===== config.mk =====
export PLATFORM = sky130hd
export DESIGN_NAME = alu_responder
export DESIGN_NICKNAME = d
export VERILOG_FILES = /design/src/rtl/alu_pkg.sv /design/src/rtl/alu_mul_pipe.sv /design/src/rtl/alu_responder.sv
export SDC_FILE = /design/constraint.sdc
export NUM_CORES = 1
export LEC_CHECK = 0
export CORE_MARGIN = 5
export CORE_UTILIZATION = 54
export DETAILED_ROUTE_END_ITERATION = 6
export PLACE_DENSITY = 0.84
export SLEW_MARGIN = 20
export SYNTH_ARGS = -nofsm -noshare
export SYNTH_HDL_FRONTEND = slang
export SYNTH_SLANG_ARGS = --single-unit

===== constraint.sdc =====
create_clock -name clk -period 1.8 [get_ports clk]
set_input_delay 0.36 -clock clk [delete_from_list [all_inputs] [get_ports clk]]
set_output_delay 0.36 -clock clk [all_outputs]
set_load 0.03 [all_outputs]

===== src/rtl/alu_pkg.sv =====
`default_nettype none
// ============================================================================
// Module      : alu_pkg
// Description : Shared types for the start/done ALU responder: opcode and
//               FSM state encodings, latency-counter width, and a helper that
//               classifies multiply opcodes.
// Revision    : 1.0 - initial release
// ============================================================================
package alu_pkg;

  // Opcode encoding; 3'b101..3'b111 are undefined and treated like no_op.
  typedef enum logic [2:0] {
    no_op  = 3'b000,
    add_op = 3'b001,
    and_op = 3'b010,
    xor_op = 3'b011,
    mul_op = 3'b100
  } op_t;

  typedef enum logic [1:0] {
    ST_IDLE     = 2'b00,
    ST_EXEC     = 2'b01,
    ST_DONE     = 2'b10,
    ST_WAIT_LOW = 2'b11
  } state_t;

  // Wide enough for the largest legal multiply latency (8).
  localparam int CNT_W = 4;

  function automatic logic is_mul(input op_t o);
    return (o == mul_op);
  endfunction

endpackage
`default_nettype wire


===== src/rtl/alu_mul_pipe.sv =====
`default_nettype none
// ============================================================================
// Module      : alu_mul_pipe
// Description : MUL_LATENCY-stage multiply pipeline. The product is formed in
//               front of the first stage and then shifted through; a valid
//               bit travels alongside the data.
// Ports       : clk, reset_n      - clock, async active-low reset
//               in_valid, a, b    - operands, sampled when in_valid is high
//               out_valid, product- last-stage valid and 2*WIDTH product
// Revision    : 1.0 - initial release
// ============================================================================
module alu_mul_pipe #(
  parameter int WIDTH       = 8,
  parameter int MUL_LATENCY = 3
) (
  input  logic               clk,
  input  logic               reset_n,
  input  logic               in_valid,
  input  logic [WIDTH-1:0]   a,
  input  logic [WIDTH-1:0]   b,
  output logic               out_valid,
  output logic [2*WIDTH-1:0] product
);

  logic [2*WIDTH-1:0] r_prod [MUL_LATENCY];
  logic [MUL_LATENCY-1:0] r_vld;
  logic [2*WIDTH-1:0] w_prod;

  assign w_prod = {{WIDTH{1'b0}}, a} * {{WIDTH{1'b0}}, b};

  always_ff @(posedge clk or negedge reset_n) begin
    if (!reset_n) begin
      r_vld[0]  <= 1'b0;
      r_prod[0] <= '0;
    end else begin
      r_vld[0]  <= in_valid;
      r_prod[0] <= w_prod;
    end
  end

  generate
    for (genvar gi = 1; gi < MUL_LATENCY; gi++) begin : g_stage
      always_ff @(posedge clk or negedge reset_n) begin
        if (!reset_n) begin
          r_vld[gi]  <= 1'b0;
          r_prod[gi] <= '0;
        end else begin
          r_vld[gi]  <= r_vld[gi-1];
          r_prod[gi] <= r_prod[gi-1];
        end
      end
    end
  endgenerate

  assign out_valid = r_vld[MUL_LATENCY-1];
  assign product   = r_prod[MUL_LATENCY-1];

endmodule
`default_nettype wire


===== src/rtl/alu_responder.sv =====
`default_nettype none
// ============================================================================
// Module      : alu_responder
// Description : Responder end of the start/done ALU command protocol. A
//               command (op, A, B) is captured when start is seen in IDLE;
//               the result is registered and done pulses for one cycle after
//               1 edge (logic/add) or MUL_LATENCY edges (multiply).
// Ports       : clk, reset_n   - clock, async active-low reset
//               start, op, A, B- command request and operands
//               done           - one-cycle completion pulse
//               result         - registered 2*WIDTH result, held between cmds
//               busy           - command in progress / waiting for start low
//               proto_err      - sticky: inputs changed while start held
// Revision    : 1.0 - initial release
// ============================================================================
module alu_responder
  import alu_pkg::*;
#(
  parameter int WIDTH       = 8,
  parameter int MUL_LATENCY = 3
) (
  input  logic               clk,
  input  logic               reset_n,
  input  logic               start,
  input  op_t                op,
  input  logic [WIDTH-1:0]   A,
  input  logic [WIDTH-1:0]   B,
  output logic               done,
  output logic [2*WIDTH-1:0] result,
  output logic               busy,
  output logic               proto_err
);

  state_t             r_state;
  state_t             w_state_nxt;
  op_t                r_op;
  logic [WIDTH-1:0]   r_a;
  logic [WIDTH-1:0]   r_b;
  logic [CNT_W-1:0]   r_cnt;
  logic [2*WIDTH-1:0] r_result;
  logic               r_proto_err;
  logic [2*WIDTH-1:0] w_alu_res;
  logic               w_accept;
  logic               w_last;
  logic               w_done;
  logic               w_busy;
  logic               w_mul_valid;
  logic [2*WIDTH-1:0] w_mul_product;

  assign w_accept = (r_state == ST_IDLE) && start;
  assign w_last   = (r_state == ST_EXEC) && (r_cnt == CNT_W'(1));

  // The pipe's first stage samples A/B on the same edge as r_a/r_b, so it
  // holds exactly the captured operands and the product is ready for E_L.
  alu_mul_pipe #(
    .WIDTH       (WIDTH),
    .MUL_LATENCY (MUL_LATENCY)
  ) u_mul_pipe (
    .clk       (clk),
    .reset_n   (reset_n),
    .in_valid  (w_accept && is_mul(op)),
    .a         (A),
    .b         (B),
    .out_valid (w_mul_valid),
    .product   (w_mul_product)
  );

  // Result selection; no_op and undefined opcodes keep the previous result.
  always_comb begin
    w_alu_res = r_result;
    case (r_op)
      add_op: w_alu_res = {{WIDTH{1'b0}}, r_a} + {{WIDTH{1'b0}}, r_b};
      and_op: w_alu_res = {{WIDTH{1'b0}}, r_a & r_b};
      xor_op: w_alu_res = {{WIDTH{1'b0}}, r_a ^ r_b};
      mul_op: if (w_mul_valid) w_alu_res = w_mul_product;
      default: w_alu_res = r_result;
    endcase
  end

  always_ff @(posedge clk or negedge reset_n) begin
    if (!reset_n) r_state <= ST_IDLE;
    else          r_state <= w_state_nxt;
  end

  always_comb begin
    w_state_nxt = r_state;
    w_done      = 1'b0;
    w_busy      = 1'b1;
    case (r_state)
      ST_IDLE: begin
        w_busy = 1'b0;
        if (start) w_state_nxt = ST_EXEC;
      end
      ST_EXEC: begin
        if (w_last) w_state_nxt = ST_DONE;
      end
      ST_DONE: begin
        w_done      = 1'b1;
        w_state_nxt = start ? ST_WAIT_LOW : ST_IDLE;
      end
      ST_WAIT_LOW: begin
        if (!start) w_state_nxt = ST_IDLE;
      end
      default: w_state_nxt = ST_IDLE;
    endcase
  end

  always_ff @(posedge clk or negedge reset_n) begin
    if (!reset_n) begin
      r_op        <= no_op;
      r_a         <= '0;
      r_b         <= '0;
      r_cnt       <= '0;
      r_result    <= '0;
      r_proto_err <= 1'b0;
    end else begin
      if (w_accept) begin
        r_op  <= op;
        r_a   <= A;
        r_b   <= B;
        r_cnt <= is_mul(op) ? CNT_W'(MUL_LATENCY) : CNT_W'(1);
      end else if (r_state == ST_EXEC) begin
        if (w_last) r_result <= w_alu_res;
        else        r_cnt    <= r_cnt - CNT_W'(1);
      end
      if (((r_state == ST_EXEC) || (r_state == ST_DONE)) && start &&
          ((op != r_op) || (A != r_a) || (B != r_b)))
        r_proto_err <= 1'b1;
    end
  end

  assign done      = w_done;
  assign busy      = w_busy;
  assign result    = r_result;
  assign proto_err = r_proto_err;

endmodule
`default_nettype wire


=== Yosys cells after proc, flatten, opt, wreduce, memory -nomap -nowiden ===
Index checks and enable logic that the tools add are counted.

* Bits in registers: 93
* Output and inout bits: 19
* Word-level logic and storage cells: 63

* Multiplexer cells: 13
* Reduce and logical (&&, ||, !) cells: 14
* $add $sub $neg: 2
* Multipliers: 1
* Equality and inequality tests: 17
* Bitwise operators: 3

{| class="wikitable"
|+ Operator list
! cell !! count
|-
| 16-bit case mux with 4 select lines || 1
|-
| 8-bit by 8-bit multiplier with 16-bit output || 1
|-
| 16-bit two-way mux || 1
|-
| 8-bit inequality test || 2
|-
| 4-bit two-way mux || 3
|-
| 2-bit two-way mux || 5
|-
| 8-bit by 8-bit adder with 9-bit output || 1
|-
| 8-bit bitwise AND || 1
|-
| 2-bit inequality test (second input constant) || 4
|-
| 2-bit case mux with 4 select lines || 1
|-
| 8-bit XOR || 1
|-
| 3-bit by 2-bit == test with 1-bit output (second input constant) || 2
|-
| 3-bit == test (second input constant) || 2
|-
| 1-bit logical AND || 5
|-
| 5-bit AND reduction || 1
|-
| 2-bit == test (second input constant) || 2
|-
| 4-bit by 1-bit == test with 1-bit output (second input constant) || 1
|-
| 4-bit nonzero test || 1
|-
| 4-bit by 1-bit subtractor with 4-bit output (second input constant) || 1
|-
| 3-bit by 1-bit == test with 1-bit output (second input constant) || 1
|-
| 1-bit logical OR || 3
|-
| 3-bit inequality test || 1
|-
| 3-bit AND reduction || 1
|-
| 2-bit by 1-bit == test with 1-bit output (second input constant) || 1
|-
| 6 further kinds || 7
|}

=== Logic depth before layout (Yosys ltp) ===
* Word-level depth: 5
* Gate-level depth with buffers: 17
* Depth with buffers taken out: 15

=== Hierarchy ===
Synthesis repeated with hierarchy kept, for this count alone.

* Cells, all modules: 566
* Area total of the unflattened synthesis: 6150.9 um^2

{| class="wikitable"
|+ By module, submodules not included
! module !! seq. area each (um^2) !! area an instance (um^2) !! cells each !! times used
|-
| alu_mul_pipe || 1276.2 || 3502.1 || 310 || 1
|-
| alu_responder || 1051.0 || 2648.8 || 256 || 1
|}

=== Worst setup path after synthesis ===
No wires, ideal clock.

* Kind: input to register
* Start point: input B[7]
* End point: register u_mul_pipe.r_prod[43] (netlist bit)
* Cell stages on the path: 15
* Data arrival time: 4.259 ns
* Required time: 1.731 ns
* Path slack: -2.527 ns
* Cells stage by stage: clkbuf_1 nand2_1 fa_1 fa_1 inv_1 fa_1 inv_1 fa_1 inv_1 ha_1 a21o_1 a21oi_1 a21boi_0 or4_1 nand3_1

* Longest elaborated chain between the ends: 1

{| class="wikitable"
|+ Ends and longest elaborated chain
! element !! RTL line !! source
|-
| from (decl) || alu_responder.sv:27 || <nowiki>input logic [WIDTH-1:0] B,</nowiki>
|-
| 8-bit by 8-bit multiplier with 16-bit output || alu_mul_pipe.sv:29 || <nowiki>assign w_prod = {{WIDTH{1'b0}}, a} * {{WIDTH{1'b0}}, b};</nowiki>
|-
| via u_mul_pipe.w_prod[11] || alu_mul_pipe.sv:27 || <nowiki>logic [2*WIDTH-1:0] w_prod;</nowiki>
|-
| to (decl) || alu_mul_pipe.sv:25 || <nowiki>logic [2*WIDTH-1:0] r_prod [MUL_LATENCY];</nowiki>
|}

The timed path passes the listed nets, and every way through them passes these cells.
A chain may end at the register's enable or synchronous reset.

=== Worst setup path after layout ===
* Start point: input B[3]
* End point: register u_mul_pipe.r_prod[44] (netlist bit)

Same word-level chain as after synthesis.

==> impl_metrics.json <==
{
  "num_vias": 5045,
  "crit_path_start_kind": "input port",
  "htreeDepth": 3,
  "crit_fanout": 6,
  "drcViolationCount": 0,
  "yosys.area.top_type": "dfrtp_1",
  "avgSynthCellArea_um2": 10.65,
  "leakage_nw": 4.116,
  "worstSetupPathType": "input port to register",
  "grt_use_met3": 0.04648,
  "grt_usage": 0.2521,
  "powerDensity_nw_per_um2": 1700,
  "arrival_ps": 4070,
  "routabilityCongestion": 0.9112,
  "top_usage_layer": "met2",
  "skew_ps": 8.935,
  "insertion_delay_ps": 380,
  "period_minus_slack_ps": 3762,
  "min_from": "u_mul_pipe.r_prod[42]$_DFF_PN0_",
  "max_slew_margin": 0.7157,
  "grt_max_degree": 38,
  "worst-slew-pin-transition_ps": 424.6,
  "p_seq_frac": 0.249,
  "die_h_um": 115.8,
  "comb_power_share": 0.654,
  "synth-seq-cells": 93,
  "dpl.cell_count": 806,
  "drive_gt1_frac": 0.4059,
  "antenna_found_initial": 0,
  "fin_util": 0.7759,
  "max_cap_violations": 0,
  "syn_area_um2": 6050,
  "design.core.area_um2": 10890,
  "syn-num-nets": 678,
  "detail-route-antenna-nets": 0,
  "cts_num_sinks": 93,
  "layout_worst_path_cycle_share": 2.090,
  "status": "complete, but fails checks",
  "numCtsBuffers": 9,
  "grt.met1_usage": 0.2952,
  "synth.area.top_cells": "dfrtp_1 38%, fa_1 12%, ha_1 11%, and2_1 5.5%, mux2_2 4.5%",
  "clk_pin_slew_ps": 100,
  "drt-initial-drc-count": 537,
  "start_util": 0.5556,
  "yosys.cell_types.count": 53,
  "nets": 817,
  "synth_flop_cell": "dfrtp_1",
  "holdPathStages": 0,
  "ys_seq_area_frac": 0.3847,
  "reg2reg_to": "result[6]$_DFFE_PN0P_",
  "ys.warnings.count": 0,
  "async_flop_share": 1.000,
  "finalWirelength_mm": 19.11,
  "drt_pass1_iterations": 6,
  "routed_via_density": 5.921,
  "cts-root-buf": "clkbuf_8",
  "sw_frac_of_total": 0.4306,
  "grt_first_pass_wirelength_mm": 25.90,
  "finalPower_mw": 14.36,
  "io_buffers": 40,
  "yosys.area.top_type_share": 0.3847,
  "holdCritPathClass": "register to register",
  "pre_cts_ws_ps": -2749,
  "violations": "negative setup slack",
  "p_int_mw": 8.177,
  "cp_data_required_time_ps": 2110,
  "use_met2": 0.4427,
  "slew_viol_final": 0,
  "worst_slack_ps": -1962,
  "synth.top_cells.by_count": "93 x dfrtp_1, 60 x inv_1, 53 x and2_1",
  "clkPwrFrac": 0.097,
  "avgRoutedWirePerCell_um": 22.43,
  "finalSetupViolCount": 19,
  "syn2layout_area_growth_pct": 39.65,
  "max_freq_mhz": 265.8,
  "die_area_um2": 13420,
  "n_antenna_cell": 0,
  "worstHoldEndpoint": "u_mul_pipe.r_prod[26]$_DFF_PN0_",
  "r2r_start": "r_a[0]$_DFFE_PN0P_",
  "setup.worst_path.end_class": "register",
  "grt_pass1_vias": 5213,
  "synth-edff-count": 0,
  "hold_viol_final": 0,
  "grt_overflow": 0,
  "switchingPower_mw": 6.183,
  "fillers": 602,
  "hpwl_mm": 10.99,
  "die_w_um": 115.8,
  "yosysMostFrequentCell": "dfrtp_1",
  "ctsLongestPathBuffers": 2,
  "reg2reg_depth": 9,
  "num_io_pins": 41,
  "fin_cells": 852,
  "ir_drop_uv": 1071,
  "cts_tree": "yes",
  "num_rows": 38,
  "reg2reg_slack_ps": -200,
  "syn_inst": 568,
  "rsz0062_at_grt": "true"
}
-- worst max-delay path: stages --
cell,delay (ps)
buf_8,110
buf_6,110
buf_6,120
and2_4,140
ha_4,150
fa_1,490
ha_4,300
inv_2,30
fa_1,520
inv_1,70
ha_1,290
a21oi_1,340
nand4b_1,230
a31oi_4,130
or4b_4,540
nand4b_1,130
-- layout make-up --
| class | count | area [um^2] | area share |
|---|---|---|---|
| Multi-Input combinational cell | 389 | 4040 | 0.4782 |
| Sequential cell | 93 | 2331 | 0.2759 |
| Timing Repair Buffer | 154 | 1486 | 0.1759 |
| Inverter | 60 | 225.2 | 0.02666 |
| Tap cell | 140 | 175.2 | 0.02073 |
| Clock buffer | 10 | 137.6 | 0.01629 |
| Clock inverter | 6 | 52.55 | 0.006220 |
-- what timing repair did --
action                                 4_1_cts  5_1_grt
hold buffers                                 1        0
setup endpoints to repair                   25       40
cloned                                       0        1
setup buffers                               17       14
pin swaps                                   63       62
resized for setup                          166       93
endpoints found under the hold margin       27        0
-- cell usage in the layout, fill, tap and decap left out, drive strengths merged, types with 2 or more instances in the layout --
| cell type | Yosys | final |
|---|---|---|
| nor4b | 3 | 3 |
| and2 | 53 | 53 |
| and3 | 2 | 2 |
| inv | 60 | 64 |
| a31oi | 3 | 3 |
| nor3 | 6 | 6 |
| nand2 | 45 | 45 |
| o21a | 4 | 4 |
| or4 | 2 | 2 |
| fa | 37 | 37 |
| mux2 | 24 | 24 |
| a21oi | 18 | 18 |
| xor2 | 3 | 3 |
| clkdlybuf4s50 | 0 | 5 |
| ha | 51 | 51 |
| dlymetal6s2s | 0 | 13 |
| nor4 | 2 | 2 |
| xnor2 | 27 | 27 |
| a211oi | 2 | 2 |
| nand3 | 3 | 3 |
| buf | 5 | 129 |
| nor2b | 6 | 6 |
| a221oi | 6 | 6 |
| a21o | 9 | 9 |
| nand2b | 4 | 4 |
| mux2i | 7 | 7 |
| dfrtp | 93 | 93 |
| dlygate4sd2 | 0 | 3 |
| clkbuf | 21 | 12 |
| nand4b | 3 | 3 |
| nor2 | 21 | 21 |
| nor3b | 2 | 2 |
| nand4 | 7 | 7 |
| nand3b | 2 | 2 |
| o21ai | 20 | 20 |
-- worst max-delay path by stage --
stage / startpoint / end / slack (ps)
6_report: B[3] / u_mul_pipe.r_prod[44]$_DFF_PN0_ / -1960
2_1_floorplan: A[3] / u_mul_pipe.r_prod[44]$_DFF_PN0_ / -2120
4_1_cts: A[6] / u_mul_pipe.r_prod[44]$_DFF_PN0_ / -1860
3_3_place_gp: B[7] / u_mul_pipe.r_prod[46]$_DFF_PN0_ / -2630
5_1_grt: B[3] / u_mul_pipe.r_prod[44]$_DFF_PN0_ / -2020
3_5_place_dp: B[6] / u_mul_pipe.r_prod[43]$_DFF_PN0_ / -2750
-- cell families (layout without fill, tap and decap cells) --
group                      count (synthesis)  after routing  share of synthesized area
and+or+nand+nor                          165            165                     0.1508
DFF                                       93             93                     0.3847
adders and majority gates                 88             88                     0.2279
buffers and inverters                     86            230                    0.05481
AOI/OAI and AO/OA                         75             75                    0.08005
muxes                                     31             31                    0.05832
xor gates and xnor gates                  30             30                    0.04343
-- through the flow --
stage                     instance area [um^2]  setup TNS [ps]  hold WS, ps
after floorplan                           6382          -20500        64.41
after global placement                    7330          -29810        301.9
after detailed placement                  7330          -31190        308.9
after CTS                                 7934          -18070        340.2
after global routing                      8448          -21210        358.2
final                                     8448          -20010        349.6
-- sequential cells by signal (all words and copies together) (netlist names) --
name	cells
u_mul_pipe.r_vld	2
proto_err	1
r_op	3
u_mul_pipe.out_valid	1
result	16
r_state	2
r_a	8
r_b	8
u_mul_pipe.r_prod	32
r_cnt	4
u_mul_pipe.product	16
-- power by group through the flow --
stage	Clock [mW]	Sequential (mW)	Combinational, mW
3_5_place_dp	0	3.48	7.03
4_1_cts	1.39	3.44	7.69
3_3_place_gp	0	3.41	6.70
2_1_floorplan	0	3.59	4.45
6_report	1.40	3.57	9.39
5_1_grt	1.49	3.63	9.99
-- per-layer routing --
layer	wire [um]	up-vias
met4	1235	0
li1	-	2157
met2	9921	290
met5	0	-
met3	1177	94
met1	6773	2504
Note: power is estimated with default switching activity, not from simulation.
